===== config.mk =====
export PLATFORM = sky130hd
export DESIGN_NAME = pipeline_sequencer_flat
export DESIGN_NICKNAME = d
export VERILOG_FILES = /design/src/rtl/pipeline_sequencer_if.sv /design/src/rtl/pipeline_sequencer.sv /design/src/flat_wrapper.sv
export SDC_FILE = /design/constraint.sdc
export NUM_CORES = 1
export LEC_CHECK = 0
export ABC_AREA = 0
export CAP_MARGIN = 0
export CORE_AREA = 2 2 327 329
export CTS_BUF_LIST = sky130_fd_sc_hd__clkbuf_2 sky130_fd_sc_hd__clkbuf_4 sky130_fd_sc_hd__clkbuf_8
export CTS_CLUSTER_SIZE = 14
export DETAILED_ROUTE_END_ITERATION = 10
export DIE_AREA = 0 0 329 331
export MAX_ROUTING_LAYER = met4
export SLEW_MARGIN = 20
export SYNTH_ARGS = -nofsm -noshare
export SYNTH_HDL_FRONTEND = slang
export SYNTH_SLANG_ARGS = --single-unit
export TNS_END_PERCENT = 10

===== constraint.sdc =====
create_clock -name clk -period 4.01 [get_ports clk]
set_clock_uncertainty 0.1 [all_clocks]
set_input_delay 1.203 -clock clk [delete_from_list [all_inputs] [get_ports clk]]
set_output_delay 1.203 -clock clk [all_outputs]
set_load 0.02 [all_outputs]

===== src/rtl/pipeline_sequencer_if.sv =====
// Handshake bundle between the fetch/control logic and the pipeline register sequencer.
interface pipeline_sequencer_if #(
  parameter int NUM_STAGES = 4,
  parameter int WIDTH      = 96
);
  logic                        in_valid;
  logic [NUM_STAGES*WIDTH-1:0] next_data;
  logic                        freeze;
  logic                        hold;
  logic [2:0]                  hold_depth;
  logic                        flush;
  logic [NUM_STAGES*WIDTH-1:0] cur_data;
  logic [NUM_STAGES-1:0]       cur_valid;
  logic [NUM_STAGES-1:0]       advance;
  logic                        retire_valid;
  logic [31:0]                 retire_count;
  logic [31:0]                 stall_count;

  // Control side: drives stage inputs and pipeline control, observes register state.
  modport master (
    output in_valid, next_data, freeze, hold, hold_depth, flush,
    input  cur_data, cur_valid, advance, retire_valid, retire_count, stall_count
  );

  // Sequencer side: owns the inter-stage registers and counters.
  modport slave (
    input  in_valid, next_data, freeze, hold, hold_depth, flush,
    output cur_data, cur_valid, advance, retire_valid, retire_count, stall_count
  );
endinterface


===== src/rtl/pipeline_sequencer.sv =====
// Inter-stage register sequencer: resolves freeze/flush/hold per register each cycle,
// keeps per-register valid bits and counts retired instructions and stall cycles.
module pipeline_sequencer #(
  parameter int NUM_STAGES  = 4,
  parameter int WIDTH       = 96,
  parameter int FLUSH_STAGE = 2
) (
  input logic                clk,
  input logic                rst,
  pipeline_sequencer_if.slave bus
);

  // Per-register action for the coming edge.
  localparam logic [1:0] ACT_ADVANCE = 2'd0;
  localparam logic [1:0] ACT_KEEP    = 2'd1;
  localparam logic [1:0] ACT_BUBBLE  = 2'd2;

  logic [NUM_STAGES*WIDTH-1:0] r_data;
  logic [NUM_STAGES-1:0]       r_valid;
  logic                        r_retireValid;
  logic [31:0]                 r_retireCount;
  logic [31:0]                 r_stallCount;

  logic [3:0]            w_holdIdx;
  logic                  w_holdHonoured;
  logic [1:0]            w_action [NUM_STAGES];
  logic [NUM_STAGES-1:0] w_validSrc;
  logic [NUM_STAGES-1:0] w_advance;
  logic                  w_retireNext;

  // Out-of-range bubble depths collapse onto the last register.
  always_comb begin
    w_holdIdx = 4'(NUM_STAGES - 1);
    if (bus.hold_depth >= 3'd1 && {1'b0, bus.hold_depth} <= 4'(NUM_STAGES - 1))
      w_holdIdx = {1'b0, bus.hold_depth};
  end

  // A hold is dropped under freeze, or when a same-cycle flush already covers its bubble slot.
  assign w_holdHonoured = bus.hold && !bus.freeze &&
                          !(bus.flush && (w_holdIdx < 4'(FLUSH_STAGE)));

  // Valid bit each register would take on a normal advance.
  assign w_validSrc = {r_valid[NUM_STAGES-2:0], bus.in_valid};

  // Resolve freeze > flush > hold > advance independently for every register.
  always_comb begin
    for (int i = 0; i < NUM_STAGES; i++) begin
      w_action[i] = ACT_ADVANCE;
      if (bus.freeze) begin
        w_action[i] = ACT_KEEP;
      end else if (bus.flush && (i < FLUSH_STAGE)) begin
        w_action[i] = ACT_BUBBLE;
      end else if (w_holdHonoured) begin
        if (4'(i) < w_holdIdx)
          w_action[i] = ACT_KEEP;
        else if (4'(i) == w_holdIdx)
          w_action[i] = ACT_BUBBLE;
      end
    end
  end

  // Load enables: a register advances only when it takes its stage's next value.
  always_comb begin
    w_advance = '0;
    for (int i = 0; i < NUM_STAGES; i++)
      w_advance[i] = !rst && (w_action[i] == ACT_ADVANCE);
  end

  assign w_retireNext = (w_action[NUM_STAGES-1] == ACT_ADVANCE) && w_validSrc[NUM_STAGES-1];

  // Register update, retire pulse and counters; reset overrides every control input.
  always_ff @(posedge clk) begin
    if (rst) begin
      r_data        <= '0;
      r_valid       <= '0;
      r_retireValid <= 1'b0;
      r_retireCount <= 32'd0;
      r_stallCount  <= 32'd0;
    end else begin
      for (int i = 0; i < NUM_STAGES; i++) begin
        case (w_action[i])
          ACT_ADVANCE: begin
            r_data[i*WIDTH +: WIDTH] <= bus.next_data[i*WIDTH +: WIDTH];
            r_valid[i]               <= w_validSrc[i];
          end
          ACT_BUBBLE: begin
            r_data[i*WIDTH +: WIDTH] <= '0;
            r_valid[i]               <= 1'b0;
          end
          default: begin
          end
        endcase
      end
      r_retireValid <= w_retireNext;
      if (w_retireNext)
        r_retireCount <= r_retireCount + 32'd1;
      if (bus.freeze || w_holdHonoured)
        r_stallCount <= r_stallCount + 32'd1;
    end
  end

  assign bus.cur_data     = r_data;
  assign bus.cur_valid    = r_valid;
  assign bus.advance      = w_advance;
  assign bus.retire_valid = r_retireValid;
  assign bus.retire_count = r_retireCount;
  assign bus.stall_count  = r_stallCount;

endmodule


===== src/flat_wrapper.sv =====
// flat-port wrapper written by rule: the top's interface ports become plain ports
module pipeline_sequencer_flat 
#(
  parameter int NUM_STAGES  = 4,
  parameter int WIDTH       = 96,
  parameter int FLUSH_STAGE = 2
)
  (clk, rst, bus_in_valid, bus_next_data, bus_freeze, bus_hold, bus_hold_depth, bus_flush, bus_cur_data, bus_cur_valid, bus_advance, bus_retire_valid, bus_retire_count, bus_stall_count);
  pipeline_sequencer_if #(.NUM_STAGES(NUM_STAGES), .WIDTH(WIDTH)) bus_i ();
  input logic clk;
  input logic rst;
  input wire logic [$bits(bus_i.in_valid)-1:0] bus_in_valid;
  input wire logic [$bits(bus_i.next_data)-1:0] bus_next_data;
  input wire logic [$bits(bus_i.freeze)-1:0] bus_freeze;
  input wire logic [$bits(bus_i.hold)-1:0] bus_hold;
  input wire logic [$bits(bus_i.hold_depth)-1:0] bus_hold_depth;
  input wire logic [$bits(bus_i.flush)-1:0] bus_flush;
  output wire logic [$bits(bus_i.cur_data)-1:0] bus_cur_data;
  output wire logic [$bits(bus_i.cur_valid)-1:0] bus_cur_valid;
  output wire logic [$bits(bus_i.advance)-1:0] bus_advance;
  output wire logic [$bits(bus_i.retire_valid)-1:0] bus_retire_valid;
  output wire logic [$bits(bus_i.retire_count)-1:0] bus_retire_count;
  output wire logic [$bits(bus_i.stall_count)-1:0] bus_stall_count;
  assign bus_i.in_valid = bus_in_valid;
  assign bus_i.next_data = bus_next_data;
  assign bus_i.freeze = bus_freeze;
  assign bus_i.hold = bus_hold;
  assign bus_i.hold_depth = bus_hold_depth;
  assign bus_i.flush = bus_flush;
  assign bus_cur_data = bus_i.cur_data;
  assign bus_cur_valid = bus_i.cur_valid;
  assign bus_advance = bus_i.advance;
  assign bus_retire_valid = bus_i.retire_valid;
  assign bus_retire_count = bus_i.retire_count;
  assign bus_stall_count = bus_i.stall_count;
  pipeline_sequencer #(.NUM_STAGES(NUM_STAGES), .WIDTH(WIDTH), .FLUSH_STAGE(FLUSH_STAGE)) u_core (.clk(clk), .rst(rst), .bus(bus_i));
endmodule

==> Flow_metrics.wiki, run 1 <==
{| class="wikitable"
! Metric !! Value
|-
| Result of the run || finished, final reports clean
|-
| Area of the core || between 100000 and 150000 µm²
|-
| Non-filler cells in the finished layout || between 3000 and 4000
|-
| Buffer depth of the longest clock path || 3
|-
| Ports || 850
|-
| Synth cell count leaders || 453 x sky130_fd_sc_hd__dfxtp_1, 378 x sky130_fd_sc_hd__a22o_1, 82 x sky130_fd_sc_hd__clkbuf_1, 48 x sky130_fd_sc_hd__nor2_1, 38 x sky130_fd_sc_hd__a21oi_1
|-
| Clock group share of total power || 46.1%
|-
| Total Routed Length || 87.9 mm
|-
| Area growth from synthesis to final layout || 82.4%
|-
| Simple-gate portion of the synthesized area || between 8 and 9%
|-
| Worst-Margin Slew || 957 ps
|-
| Number of nets in the synthesized netlist || 1685
|-
| Number of hold-slack violations in the final timing report || 0
|-
| XOR/XNOR share of the synthesized area || 0.175%
|-
| Critical path buffer and inverter count || 4
|-
| Static power due to leakage || 9.93 nW
|-
| Post-synthesis instance area || about 15000 µm²
|-
| Clock Tree Root || sky130_fd_sc_hd__clkbuf_8
|-
| Final critical path time including I/O delays and setup || 3970 ps
|-
| Via count || approximately 14000
|-
| Worst-skew pair later-pin latency || 700 ps
|-
| Cell accounting for the most synthesized area || sky130_fd_sc_hd__dfxtp_1
|-
| Largest vdd supply drop || 0.239 mV
|-
| Register bit count reported by yosys || about 450
|-
| Switching share of power || 26.0%
|-
| Number of buffers added by the clock tree synthesis step || 88
|-
| Global-route wire length before repair || between 100 and 150 mm
|-
| Total negative slack || 0 ps
|-
| Number of distinct library cell variants in the gate-level netlist after synthesis || 38
|-
| Deepest level of the CTS H-tree || 3
|-
| Slowest library cell on the worst path || sky130_fd_sc_hd__nor4_4
|-
| Overflow after GRT || 0
|-
| Floorplan die height || 331 µm
|-
| DRC violation count after routing || 0
|-
| Combined global-route utilization of all metal layers || 15.7%
|-
| Detail-routed net length per standard cell || 24.2 µm
|-
| Weighted congestion reported at the end of routability-driven placement || 0.841
|-
| Crit Path Category || in -> out
|-
| Achievable frequency || 0.252 GHz
|-
| Post-synthesis sequential area ratio || 60.5%
|-
| Fraction of the mapped netlist area in compound gates || 25.3%
|-
| Number of instances in the synthesized netlist || 1290
|-
| Mux share of post-synthesis cell area || 2.17%
|-
| Via density per instance || between 3 and 4
|-
| Count of endpoints failing setup in the final report || 0
|-
| Hold Crit Class || reg -> reg
|-
| Number of global-route vias before repair || 14200
|-
| Number of antenna violations at the first check in global routing || 49
|-
| Worst relative slew slack || 36.2%
|-
| Crit end category || output pin
|-
| Highest net fanout along the worst path || 5
|-
| Slew Limit Fails || 0
|-
| Pin count of the biggest net entering global routing || 98
|-
| Category of the worst setup path launch point || input pin
|-
| Number of antenna-violating nets in the routed design || 0
|-
| Final net count || 2552
|-
| Largest delay share family, worst path || buffers and inverters
|-
| Average footprint of a synthesized cell || 11.6 µm²
|-
| Starting utilization of the core area || 14.3%
|-
| 1st-iter DRT viols || 882
|-
| Internal Power || 0.00852 W
|-
| Cell breakdown of the critical path || clkdlybuf4s50_1 -> buf_4 -> nor4_4 -> buf_12 -> clkdlybuf4s15_2
|-
| Instance count after placement with tap cells included || 3458
|-
| Ratio of cells with drive above 1 in the final layout || 11.2%
|-
| Port-buffer cells || ~850
|-
| Critical Path Max Stage Delay || 420 ps
|-
| Area share of the largest cell type after synthesis || just over 60%
|-
| Floorplan row count || 119
|-
| Post-route fraction of the period consumed by the critical path || about 100%
|-
| Power Density || 421 nW/µm²
|-
| Die width || 329 µm
|-
| CTS clock-pin slew for the worst setup and hold paths || 60 ps
|-
| Die Outline Area || 109000 µm²
|-
| WP data arrival || 2670 ps
|-
| Num Clock Sinks || 453
|-
| Worst hold margin || between 300 and 400 ps
|-
| Cells taking the most area after synthesis || sky130_fd_sc_hd__dfxtp_1 61%, sky130_fd_sc_hd__a22o_1 22%, sky130_fd_sc_hd__mux2_2 2.1%
|-
| Sequential Power Share || 41.4%
|-
| Post-synthesis share of cell area spent on full adders, half adders and majority gates || less than 1%
|-
| Most frequent cell after synthesis || sky130_fd_sc_hd__dfxtp_1
|-
| Top_reg_cell synth || sky130_fd_sc_hd__dfxtp_1
|-
| Number of enable flip-flop cells after synthesis || 0
|-
| Async S/R FF share, synth || 0%
|-
| Detailed-routing iteration count for the pre-antenna-repair pass || 5
|-
| Post-detailed-placement half-perimeter wirelength || 68.5 mm
|-
| Number of hold buffers added after cts || 0
|-
| Final Core Density || 26.0%
|-
| Warnings from Yosys || 0
|-
| Switching power || 0.00299 W
|-
| TritonCTS clock tree || built
|-
| Portion of total power attributed to combinational logic || 12.5%
|-
| Number of max-cap violations || 0
|-
| RSZ-0062 raised after global routing || yes
|-
| Data required time of the critical path || approximately 2700 ps
|-
| Combinational family with the most area after synthesis || compound AO/OA/AOI/OAI gates
|}
## worst paths after layout
check	slack, ps	start	cells after the start	endpoint
worst max-delay path	40	bus_freeze	5	bus_advance[0]
worst min-delay path	350	u_core.bus.cur_valid[3]$_SDFFE_PP0P_	1	u_core.bus.cur_valid[3]$_SDFFE_PP0P_
worst max register to register	1620	u_core.bus.stall_count[5]$_SDFFE_PP0P_	4	u_core.bus.stall_count[31]$_SDFFE_PP0P_
worst min register to register	350	u_core.bus.cur_valid[3]$_SDFFE_PP0P_	1	u_core.bus.cur_valid[3]$_SDFFE_PP0P_
## power by group through the flow
stage	Combinational [W]	Sequential, W	Clock [W]
2_1_floorplan	0.000296	0.00504	0
3_3_place_gp	0.00144	0.00486	0
3_5_place_dp	0.00144	0.00486	0
4_1_cts	0.00145	0.00477	0.00551
5_1_grt	0.00152	0.00478	0.00567
6_report	0.00144	0.00477	0.00530
## cell families (layout without fill, tap and decap cells)
family | Yosys count | count (layout)
AO/OA/AOI/OAI | 459 | 459
XOR/XNOR | 3 | 3
adder cells (fa/ha/maj) | 2 | 2
buffers and inverters | 127 | 1063
flip-flops | 453 | 453
multiplexers | 29 | 29
other | 0 | 14
AND/OR/NAND/NOR | 217 | 217
## what timing repair did
item                       in CTS  in global routing
setup endpoints to repair       3                  3
buffers inserted                0                  0
resized for setup              12                  2
hold endpoints to repair        0                  0
pin swaps                       1                  1
## per-layer routing
metal / wire length [µm] / vias to the layer above / global-route usage, %
met5: 0 / - / -
met4: 2340 / 0 / 5.91
met3: 11000 / 155 / 8.34
met2: 37800 / 694 / 22.1
met1: 36800 / 6881 / 18.7
li1: - / 6732 / -
## layout make-up
class | count | area [µm²]
Clock inverter | 18 | 236
Sequential cell | 453 | 9070
Tap cell | 1391 | 1740
Clock buffer | 141 | 1780
Antenna cell | 14 | 35.0
Inverter | 14 | 52.6
Fill cell | 11000 | 77600
Timing Repair Buffer | 890 | 8930
Multi-Input combinational cell | 710 | 5480
## layout by cell type, fill, tap and decap left out, types with 7 or more instances in the layout
| cell type | Yosys | final |
|---|---|---|
| sky130_fd_sc_hd__mux2_2 | 28 | 28 |
| sky130_fd_sc_hd__nor2b_1 | 28 | 25 |
| sky130_fd_sc_hd__clkbuf_8 | 0 | 115 |
| sky130_fd_sc_hd__nand4_1 | 18 | 18 |
| sky130_fd_sc_hd__a22oi_1 | 9 | 9 |
| sky130_fd_sc_hd__diode_2 | 0 | 14 |
| sky130_fd_sc_hd__clkdlybuf4s50_1 | 0 | 843 |
| sky130_fd_sc_hd__or3_1 | 12 | 12 |
| sky130_fd_sc_hd__buf_4 | 0 | 33 |
| sky130_fd_sc_hd__nor4_1 | 20 | 20 |
| sky130_fd_sc_hd__nand3_1 | 15 | 15 |
| sky130_fd_sc_hd__o21ai_0 | 11 | 11 |
| sky130_fd_sc_hd__nor2_1 | 48 | 46 |
| sky130_fd_sc_hd__dfxtp_1 | 453 | 453 |
| sky130_fd_sc_hd__a22o_1 | 378 | 378 |
| sky130_fd_sc_hd__inv_1 | 14 | 14 |
| sky130_fd_sc_hd__or4_1 | 23 | 23 |
| sky130_fd_sc_hd__buf_12 | 0 | 10 |
| sky130_fd_sc_hd__nor3_1 | 11 | 10 |
| sky130_fd_sc_hd__clkinv_2 | 0 | 7 |
| sky130_fd_sc_hd__o31ai_1 | 22 | 22 |
| sky130_fd_sc_hd__and4_1 | 9 | 9 |
| sky130_fd_sc_hd__nand2_1 | 19 | 19 |
| sky130_fd_sc_hd__a21oi_1 | 38 | 35 |
| sky130_fd_sc_hd__clkbuf_4 | 0 | 26 |
## registers in the layout, indices dropped and copies added, names as in the netlist
signal	flops
u_core.bus.cur_data	384
u_core.bus.cur_valid	4
u_core.bus.retire_count	32
u_core.bus.retire_valid	1
u_core.bus.stall_count	32
## metrics by stage
step	setup slack, ps	cell area [µm²]	total power [W]
after floorplan	225	15000	0.00534
after global placement	-568	25300	0.00630
after detailed placement	-538	25300	0.00630
after CTS	-15.6	27300	0.0117
after global routing	-32.1	27300	0.0120
final	36.5	27300	0.0115
Power figures use the tool's default switching activity.
==> run 2, diff against run 1 <==
==> constraint.sdc (replaced) <==
create_clock -name clk -period 4.01 [get_ports clk]
set_clock_uncertainty 0.1 [all_clocks]
set_input_delay 0.6015 -clock clk [delete_from_list [all_inputs] [get_ports clk]]
set_output_delay 0.6015 -clock clk [all_outputs]
set_load 0.02 [all_outputs]
==> run 2 against run 1 <==
Compared with the run above: final cell count decreased by 0.80%; combinational power about the same; cell area decreased by 0.54%; worst setup slack improved by 500 ps; clock power decreased by 2%; critical path depth unchanged; worst hold slack got worse by 120 ps; sequential power about the same; largest cell class unchanged; highest routed layer unchanged.
==> Flow_metrics.wiki, run 2 (synthesis gave the netlist of run 1 again) <==
{| class="wikitable"
! Metric !! Value
|-
| Result of the run || finished, final reports clean
|-
| TritonCTS clock tree || built
|-
| Clock Tree Root || sky130_fd_sc_hd__clkbuf_8
|-
| Die Outline Area || 109000 µm²
|-
| Crit end category || output pin
|-
| Critical hold path startpoint || rst
|-
| Via count || 14300
|-
| Area of the core || 105000 µm²
|-
| Number of global-route vias before repair || 14000
|-
| Largest vdd supply drop || about 0.24 mV
|-
| Number of inserted filler cells in the final layout || 11000
|-
| Final critical path time including I/O delays and setup || 3480 ps
|-
| Slowest library cell on the worst path || sky130_fd_sc_hd__clkdlybuf4s50_1
|-
| Post-detailed-placement half-perimeter wirelength || 67.8 mm
|-
| Worst Slack Setup Final || 532 ps
|-
| Crit Path Category || in -> out
|-
| Leading cell types in the layout, fill and taps excluded || 848 x sky130_fd_sc_hd__clkdlybuf4s50_1, 453 x sky130_fd_sc_hd__dfxtp_1, 378 x sky130_fd_sc_hd__a22o_1
|-
| Post-route fraction of the period consumed by the critical path || 86.7%
|-
| Worst-skew pair later-pin latency || 700 ps
|-
| Power Density || 420 nW/µm²
|-
| Category of the worst setup path launch point || input pin
|-
| Combined global-route utilization of all metal layers || 15.4%
|-
| Deepest level of the CTS H-tree || 3
|-
| WP data arrival || approximately 2800 ps
|-
| Post-detailed-placement cell area || 25200 µm²
|-
| Die width || 329 µm
|-
| Worst relative slew slack || about a third
|-
| Weighted congestion reported at the end of routability-driven placement || around 0.85
|-
| Post-route design area || 27200 µm²
|-
| Number of hold-slack violations in the final timing report || 0
|-
| Final net count || 2536
|-
| Reg2reg start || u_core.bus.stall_count[6]$_SDFFE_PP0P_
|-
| Number of buffers added by the clock tree synthesis step || 84
|-
| Pre-CTS setup slack || about 550 ps
|-
| Area growth from synthesis to final layout || 81.4%
|-
| Total power draw || approximately 0.011 W
|-
| Starting utilization of the core area || 14.3%
|-
| Most common cell after layout, fill and taps aside || sky130_fd_sc_hd__clkdlybuf4s50_1
|-
| Ratio of cells with drive above 1 in the final layout || roughly a tenth
|-
| Achievable frequency || around 0.29 GHz
|-
| Total Routed Length || 86.7 mm
|-
| Pin count of the biggest net entering global routing || 122
|-
| Most Frequent Cell on Critical Path || sky130_fd_sc_hd__clkdlybuf4s50_1
|-
| Number of max-cap violations || 0
|-
| Via density per instance || around 4.0
|-
| Final Core Density || 25.9%
|-
| Floorplan row count || 119
|-
| Detail-routed net length per standard cell || 24.1 µm
|-
| RSZ-0062 raised after global routing || no
|-
| DRC violation count after routing || 0
|-
| Launching element of the worst setup path || bus_hold_depth[0]
|-
| Count of endpoints failing setup in the final report || 0
|-
| Total negative slack || 0 ps
|-
| Buffer depth of the longest clock path || 3
|-
| Multi-input combinational cell area || 5480 µm²
|-
| Cell breakdown of the critical path || clkdlybuf4s50_1 -> or3b_2 -> a21oi_1 -> nor2b_4 -> clkdlybuf4s50_1
|-
| Slew Limit Fails || 0
|-
| Hold Crit Class || in -> reg
|-
| Static power due to leakage || 9.83 nW
|-
| CTS clock-pin slew for the worst setup and hold paths || 50 ps
|-
| Highest net fanout along the worst path || 3
|-
| Number of antenna-violating nets in the routed design || 0
|-
| Number of antenna violations at the first check in global routing || 41
|-
| Port-buffer cells || between 800 and 900
|-
| Floorplan die height || 331 µm
|-
| Worst-Margin Slew || 978 ps
|-
| 1st-iter DRT viols || 917
|-
| Resize count post-CTS || 0
|-
| Num Clock Sinks || 453
|-
| Detailed-routing iteration count for the pre-antenna-repair pass || 5
|-
| Register cell area after layout || around 9100 µm²
|-
| Number of hold buffers added after cts || 0
|-
| Data required time of the critical path || 3310 ps
|-
| Flip-flop count of the largest register after layout || 384
|-
| Ports || 850
|-
| Critical Path Max Stage Delay || 650 ps
|-
| Global-route wire length before repair || ~110 mm
|-
| Overflow after GRT || 0
|-
| Number of setup buffers added after CTS || 0
|}
-- run 2: area by class of cell --
cell class | instances | share of cell area, %
Clock buffer | 132 | 6.18
Antenna cell | 3 | 0.0276
Clock inverter | 21 | 1.05
Inverter | 14 | 0.193
Timing Repair Buffer | 878 | 32.6
Multi-Input combinational cell | 710 | 20.2
Sequential cell | 453 | 33.4
Tap cell | 1391 | 6.40
-- run 2: report_power, final --
part / switching (W) / internal, W
clock network: 0.00219 / 0.00301
registers: 0.0000990 / 0.00467
logic: 0.000670 / 0.000767
-- run 2: critical path: cells and delay by family --
kind                   cells  cell delay, ps
buffers and inverters      2            1180
and+or+nand+nor            2             750
AOI/OAI and AO/OA          1             240
-- run 2: worst paths after layout --
check | cells after the start | to | slack (ps)
max | 5 | bus_advance[2] | 530
min | 2 | u_core.bus.cur_data[192]$_SDFFE_PP0P_ | 240
max reg2reg | 4 | u_core.bus.stall_count[31]$_SDFFE_PP0P_ | 1600
min reg2reg | 1 | u_core.bus.cur_valid[3]$_SDFFE_PP0P_ | 360
-- run 2: per-layer routing --
metal | global-route usage [%] | vias to the layer above | share of wire, %
met2 | 22.4 | 717 | 43
li1 | - | 6670 | -
met1 | 18.7 | 6760 | 42
met3 | 7.66 | 165 | 12
met5 | - | - | 0
met4 | 4.23 | 0 | 2.3
-- run 2: stage by stage --
stage / cells / hold WS [ps]
2_1_floorplan: 1290 / 463
3_3_place_gp: 3446 / 336
3_5_place_dp: 3446 / 351
4_1_cts: 3599 / 140
5_1_grt: 3602 / 194
6_report: 3602 / 236
